**src/rtl/i2c_master_byte_ctrl.sv**
```systemverilog
// Single-master I2C byte controller: START, address+R/W, ACK, one data byte, ACK/NACK, STOP.
// Drives open-drain enables only; the pads turn o_*_oe into a low pull or high-Z.
module i2c_master_byte_ctrl #(
  parameter int CLK_DIV = 4
) (
  input  logic       i_clk,
  input  logic       i_reset_n,
  input  logic       i_cmd_valid,
  output logic       o_cmd_ready,
  input  logic [6:0] i_addr,
  input  logic       i_rw,
  input  logic [7:0] i_wdata,
  output logic [7:0] o_rdata,
  output logic       o_done,
  output logic       o_nack,
  output logic       o_busy,
  input  logic       i_sda,
  output logic       o_sda_oe,
  output logic       o_scl_oe
);

  localparam int DIV_W = (CLK_DIV > 1) ? $clog2(CLK_DIV) : 1;
  localparam logic [DIV_W-1:0] DIV_MAX = DIV_W'(CLK_DIV - 1);

  typedef enum logic [2:0] {
    S_IDLE, S_START, S_ADDR, S_ADDR_ACK, S_WDATA, S_RDATA, S_DATA_ACK, S_STOP
  } state_t;

  state_t           state_q, state_d;
  logic [DIV_W-1:0] div_q;
  logic [1:0]       qtr_q;
  logic [2:0]       bit_q;
  logic [6:0]       addr_q;
  logic             rw_q;
  logic [7:0]       wdata_q;
  logic [7:0]       shift_q;
  logic             nack_q;

  logic       accept, tick, step_end, sample, last_bit, scl_pulse, tx_bit;
  logic [7:0] tx_byte;

  assign o_cmd_ready = (state_q == S_IDLE);
  assign o_busy      = (state_q != S_IDLE);
  assign accept      = i_cmd_valid && o_cmd_ready;
  assign tick        = o_busy && (div_q == DIV_MAX);
  assign step_end    = tick && (qtr_q == 2'd3);
  assign sample      = tick && (qtr_q == 2'd1);
  assign last_bit    = (bit_q == 3'd7);
  // SCL is pulled low in q0 and q3 of every data/ack bit, released in q1/q2.
  assign scl_pulse   = (qtr_q == 2'd0) || (qtr_q == 2'd3);
  assign tx_byte     = (state_q == S_ADDR) ? {addr_q, rw_q} : wdata_q;
  assign tx_bit      = tx_byte[3'd7 - bit_q];

  always_ff @(posedge i_clk or negedge i_reset_n) begin
    if (!i_reset_n) state_q <= S_IDLE;
    else            state_q <= state_d;
  end

  always_comb begin
    // NOTE: every output of this block gets a default first so no path can infer a latch.
    state_d  = state_q;
    o_sda_oe = 1'b0;
    o_scl_oe = 1'b0;
    case (state_q)
      S_IDLE: if (accept) state_d = S_START;
      S_START: begin
        o_sda_oe = qtr_q[1];
        o_scl_oe = (qtr_q == 2'd3);
        if (step_end) state_d = S_ADDR;
      end
      S_ADDR: begin
        o_sda_oe = ~tx_bit;
        o_scl_oe = scl_pulse;
        if (step_end && last_bit) state_d = S_ADDR_ACK;
      end
      S_ADDR_ACK: begin
        o_scl_oe = scl_pulse;
        if (step_end) state_d = nack_q ? S_STOP : (rw_q ? S_RDATA : S_WDATA);
      end
      S_WDATA: begin
        o_sda_oe = ~tx_bit;
        o_scl_oe = scl_pulse;
        if (step_end && last_bit) state_d = S_DATA_ACK;
      end
      S_RDATA: begin
        o_scl_oe = scl_pulse;
        if (step_end && last_bit) state_d = S_DATA_ACK;
      end
      S_DATA_ACK: begin
        o_scl_oe = scl_pulse;
        if (step_end) state_d = S_STOP;
      end
      S_STOP: begin
        o_sda_oe = (qtr_q <= 2'd1);
        o_scl_oe = (qtr_q == 2'd0);
        if (step_end) state_d = S_IDLE;
      end
      default: state_d = S_IDLE;
    endcase
  end

  // NOTE: sequential state updates use non-blocking assignments so all registers see pre-edge values.
  always_ff @(posedge i_clk or negedge i_reset_n) begin
    if (!i_reset_n) begin
      div_q   <= '0;
      qtr_q   <= 2'd0;
      bit_q   <= 3'd0;
      addr_q  <= 7'h00;
      rw_q    <= 1'b0;
      wdata_q <= 8'h00;
      shift_q <= 8'h00;
      nack_q  <= 1'b0;
      o_done  <= 1'b0;
      o_nack  <= 1'b0;
      o_rdata <= 8'h00;
    end else begin
      o_done <= 1'b0;
      if (accept) begin
        addr_q  <= i_addr;
        rw_q    <= i_rw;
        wdata_q <= i_wdata;
        nack_q  <= 1'b0;
        o_nack  <= 1'b0;
        div_q   <= '0;
        qtr_q   <= 2'd0;
        bit_q   <= 3'd0;
      end else if (o_busy) begin
        div_q <= tick ? '0 : div_q + DIV_W'(1);
        if (tick) qtr_q <= qtr_q + 2'd1;
        // Slave data is taken mid-way through SCL high.
        if (sample) begin
          case (state_q)
            S_ADDR_ACK: nack_q  <= i_sda;
            S_DATA_ACK: if (!rw_q && i_sda) nack_q <= 1'b1;
            S_RDATA:    shift_q <= {shift_q[6:0], i_sda};
            default: ;
          endcase
        end
        if (step_end && (state_q == S_ADDR || state_q == S_WDATA || state_q == S_RDATA))
          bit_q <= bit_q + 3'd1;
        if (step_end && state_q == S_STOP) begin
          o_done <= 1'b1;
          o_nack <= nack_q;
          if (rw_q) o_rdata <= shift_q;
        end
      end
    end
  end

endmodule

```
**config.mk**
```make
export PLATFORM = sky130hd
export DESIGN_NAME = i2c_master_byte_ctrl
export DESIGN_NICKNAME = d
export VERILOG_FILES = /design/src/rtl/i2c_master_byte_ctrl.sv
export SDC_FILE = /design/constraint.sdc
export NUM_CORES = 1
export LEC_CHECK = 0
export BUFFER_PORTS_ARGS = -buffer_cell sky130_fd_sc_hd__clkbuf_2
export CORE_AREA = 2 2 67 69
export DETAILED_ROUTE_END_ITERATION = 8
export DIE_AREA = 0 0 69 71
export GPL_ROUTABILITY_DRIVEN = 0
export GPL_TIMING_DRIVEN = 0
export PLACE_DENSITY = 0.76
export SLEW_MARGIN = 20
export SYNTH_ARGS = -nofsm -noshare
export SYNTH_HDL_FRONTEND = slang
export SYNTH_SLANG_ARGS = --single-unit
```
**constraint.sdc**
```tcl
create_clock -name i_clk -period 2.35 [get_ports i_clk]
set_clock_uncertainty 0.15 [all_clocks]
set_input_delay 0.47 -clock i_clk [delete_from_list [all_inputs] [get_ports i_clk]]
set_output_delay 0.47 -clock i_clk [all_outputs]
set_load 0.02 [all_outputs]
```
==> qor.yml <==
worstHoldPathType: "input pin to asynchronous set/reset pin"
clock-sinks: 45
startpoint_type: "register"
clk_pin_slew_ns: 0.09
dr_wl_met2_um: 1980
ys.flop_type: "dfrtp_1"
cp_top_family: "flip-flops"
avgSynthCellArea_sq_um: 13.0
crit_chain: "nor3b_4 > mux4_2 > a22oi_2 > a32o_2 > buf_8"
fill_cells: 339
p_switching_mw: 1.01
max_slew_margin: 0.626
ys_seq_area_frac: 0.505
dr.pass1.iters: 4
worst_pin_slew_ns: 0.560
antenna_cells: 0
tritoncts: "built"
drv_cap: 0
io_pins: 34
reg2reg_from: "div_q[0]"
finalHoldViolations: 0
r2r_cells: 7
critPathKind: "register to output pin"
clkPwrFrac: 0.173
ant_nets: 0
synth.cell_area_sq_um: 2230
synth_commonest_cells: "45 x dfrtp_1, 16 x mux2_2, 16 x mux2_4"
grt_pass1_vias: 1526
die_width_um: 69
synthCells: 172
rows: 24
core_region_area_sq_um: 4200
port_buffers: 33
dr_wl_met3_um: 148
die-area_sq_um: 4900
pwr-share-seq: 0.425
synth_most_common_cell: "dfrtp_1"
drive_above_1_share: 0.461
routed_wl_um: 3910
wl_per_cell_um: 14.5
h-tree-depth: 2
seq_area_sq_um: 1130
track_usage: 0.177
synthArstFlopShare: 1.00
ys_seq_elements: 45
synth_cell_types: 43
synth_edf_count: 0
grt_max_degree: 46
avgViaCountPerCell: 5.30
p_comb_frac: 0.402
grt-ovfl-total: 0
cpMaxStageDelayCell: "dfrtp_2"
post-place-ws_ns: -0.0124
period_needed_ns: 2.48
p_sw_frac: 0.349
highest_layer: "met4"
end_kind: "output pin"
final-setup-viol-count: 1
setup_slack_ns: -0.134
synth.area.top_cells: "dfrtp_1 50%, mux2_4 11%, mux2_2 8.1%, ha_1 3.4%, mux4_2 3.0%"
drcViolationCount: 0
cts_inserted_buffers: 5
power.leakage_nw: 1.30
synth_fp_nets: 198
antenna_found_initial: 0
root_buffer: "clkbuf_8"
synth_top_area_share: 0.505
reg2reg_to: "o_rdata[0]"
drt_iter0_drc: 39
min_period_over_period: 1.06
worstPathArrival_ns: 1.86
final_max_slew_viol_count: 0
status: "complete, but fails checks"
rsz0062_at_grt: "yes"
final_core_util: 0.624
required_ns: 1.73
dieHeight_um: 71
cpPeakStageDelay_ns: 0.44
yosys_warnings: 0
critical_path_buf_inv_count: 1
r2r_slack_ns: 0.28
max_freq_mhz: 403
start_util: 0.531
syn_to_final_growth_pct: 17.6
layout.nets: 242
drt-met1-wl_um: 1720
p_int_mw: 1.88
cp_max_fo: 4
violations: "negative setup slack"
yosysTopAreaCell: "dfrtp_1"
grt_pass1_wl_um: 6970
multi_input_area_sq_um: 1030
post-dp-hpwl_um: 2720
cts_buffer_depth: 2
vdd_drop_max_mv: 0.600
cellPowerDensity_nw_per_um2: 1100
clk_latency_ns: 0.31
vias: 1427
==> power groups by stage <==
| stage | registers [mW] | logic (mW) | clock network (mW) |
|---|---|---|---|
| global route | 1.26 | 1.28 | 0.551 |
| floorplan | 1.18 | 0.847 | 0 |
| detailed placement | 1.23 | 1.05 | 0 |
| finish | 1.23 | 1.16 | 0.499 |
| global placement | 1.23 | 1.02 | 0 |
| CTS | 1.23 | 1.15 | 0.511 |
==> placed cells by master (no fill, tap or decap), types with 2 or more instances in the layout <==
| cell type | Yosys | final |
|---|---|---|
| dfrtp_1 | 45 | 43 |
| clkbuf_8 | 0 | 5 |
| clkbuf_2 | 0 | 33 |
| nor2b_1 | 3 | 3 |
| inv_1 | 3 | 3 |
| buf_8 | 1 | 2 |
| mux2i_1 | 6 | 6 |
| buf_2 | 3 | 2 |
| ha_1 | 6 | 6 |
| mux2_4 | 16 | 16 |
| nand3b_1 | 2 | 2 |
| a21oi_1 | 5 | 5 |
| mux2_2 | 16 | 16 |
| buf_4 | 1 | 6 |
| o21ai_0 | 2 | 2 |
| nand3_1 | 3 | 3 |
| mux4_2 | 3 | 3 |
| dfrtp_2 | 0 | 2 |
| nand2b_1 | 2 | 2 |
| nor2_1 | 13 | 12 |
| a221oi_1 | 2 | 2 |
| buf_6 | 1 | 2 |
| nand2_1 | 14 | 14 |
==> state kept, by name (all words and copies together) (netlist names), 2 cells and up <==
name,count
addr_q,7
o_rdata,8
qtr_q,2
bit_q,3
div_q,2
state_q,3
wdata_q,8
shift_q,8
==> worst max-delay path by stage <==
stage                          start  endpoint  cells past startpoint
after detailed placement  state_q[0]  o_sda_oe                      5
after global routing      state_q[1]  o_sda_oe                      6
after floorplan             bit_q[0]  o_sda_oe                      4
final                     state_q[2]  o_sda_oe                      5
after CTS                 state_q[2]  o_sda_oe                      5
after global placement    state_q[0]  o_sda_oe                      5
==> area by class of cell <==
class / count / area share
buffer: 9 / 0.0324
clock buffer: 5 / 0.0262
clock inverter: 3 / 0.00954
inverter: 4 / 0.00620
multi-input combinational: 114 / 0.392
sequential: 45 / 0.430
tap: 52 / 0.0248
timing repair buffer: 37 / 0.0792
==> routing by layer <==
metal	track usage	vias to the layer above
met3	0.0456	5
met4	0.0588	0
li1	-	696
met1	0.221	700
met2	0.303	26
met5	0	-
==> logic make-up after synthesis <==
| kind of cell | after synthesis | share of synthesized area |
|---|---|---|
| compound gates | 18 | 0.0578 |
| xor+xnor | 2 | 0.00785 |
| fa+ha+maj | 6 | 0.0337 |
| buf+inv | 13 | 0.0415 |
| flops | 45 | 0.505 |
| mux | 41 | 0.246 |
| simple gates | 47 | 0.109 |
==> stage by stage <==
| step | setup TNS, ns | power, mW | cell area [sq um] | cells | hold slack [ns] |
|---|---|---|---|---|---|
| after floorplan | 0 | 2.02 | 2230 | 172 | 0.0244 |
| after global placement | -0.0321 | 2.25 | 2460 | 257 | 0.327 |
| after detailed placement | -0.0124 | 2.29 | 2460 | 257 | 0.334 |
| after CTS | -0.185 | 2.89 | 2610 | 269 | 0.238 |
| after global routing | -0.210 | 3.10 | 2620 | 269 | 0.0325 |
| final | -0.134 | 2.89 | 2620 | 269 | 0.000967 |
==> worst register-to-register path, delay by kind of cell (launching register included) <==
kind / cells / cell delay [ns]
muxes: 1 / 0.36
and+or+nand+nor: 3 / 0.56
buffers and inverters: 2 / 0.29
DFF: 1 / 0.41
adders and majority gates: 1 / 0.20
==> repair_timing <==
action	4_1_cts	5_1_grt
setup endpoints to repair	1	2
gates cloned	0	0
hold buffers	0	0
resized for setup	8	7
pin swaps	1	0
setup buffers	4	0
Power figures use the tool's default switching activity.
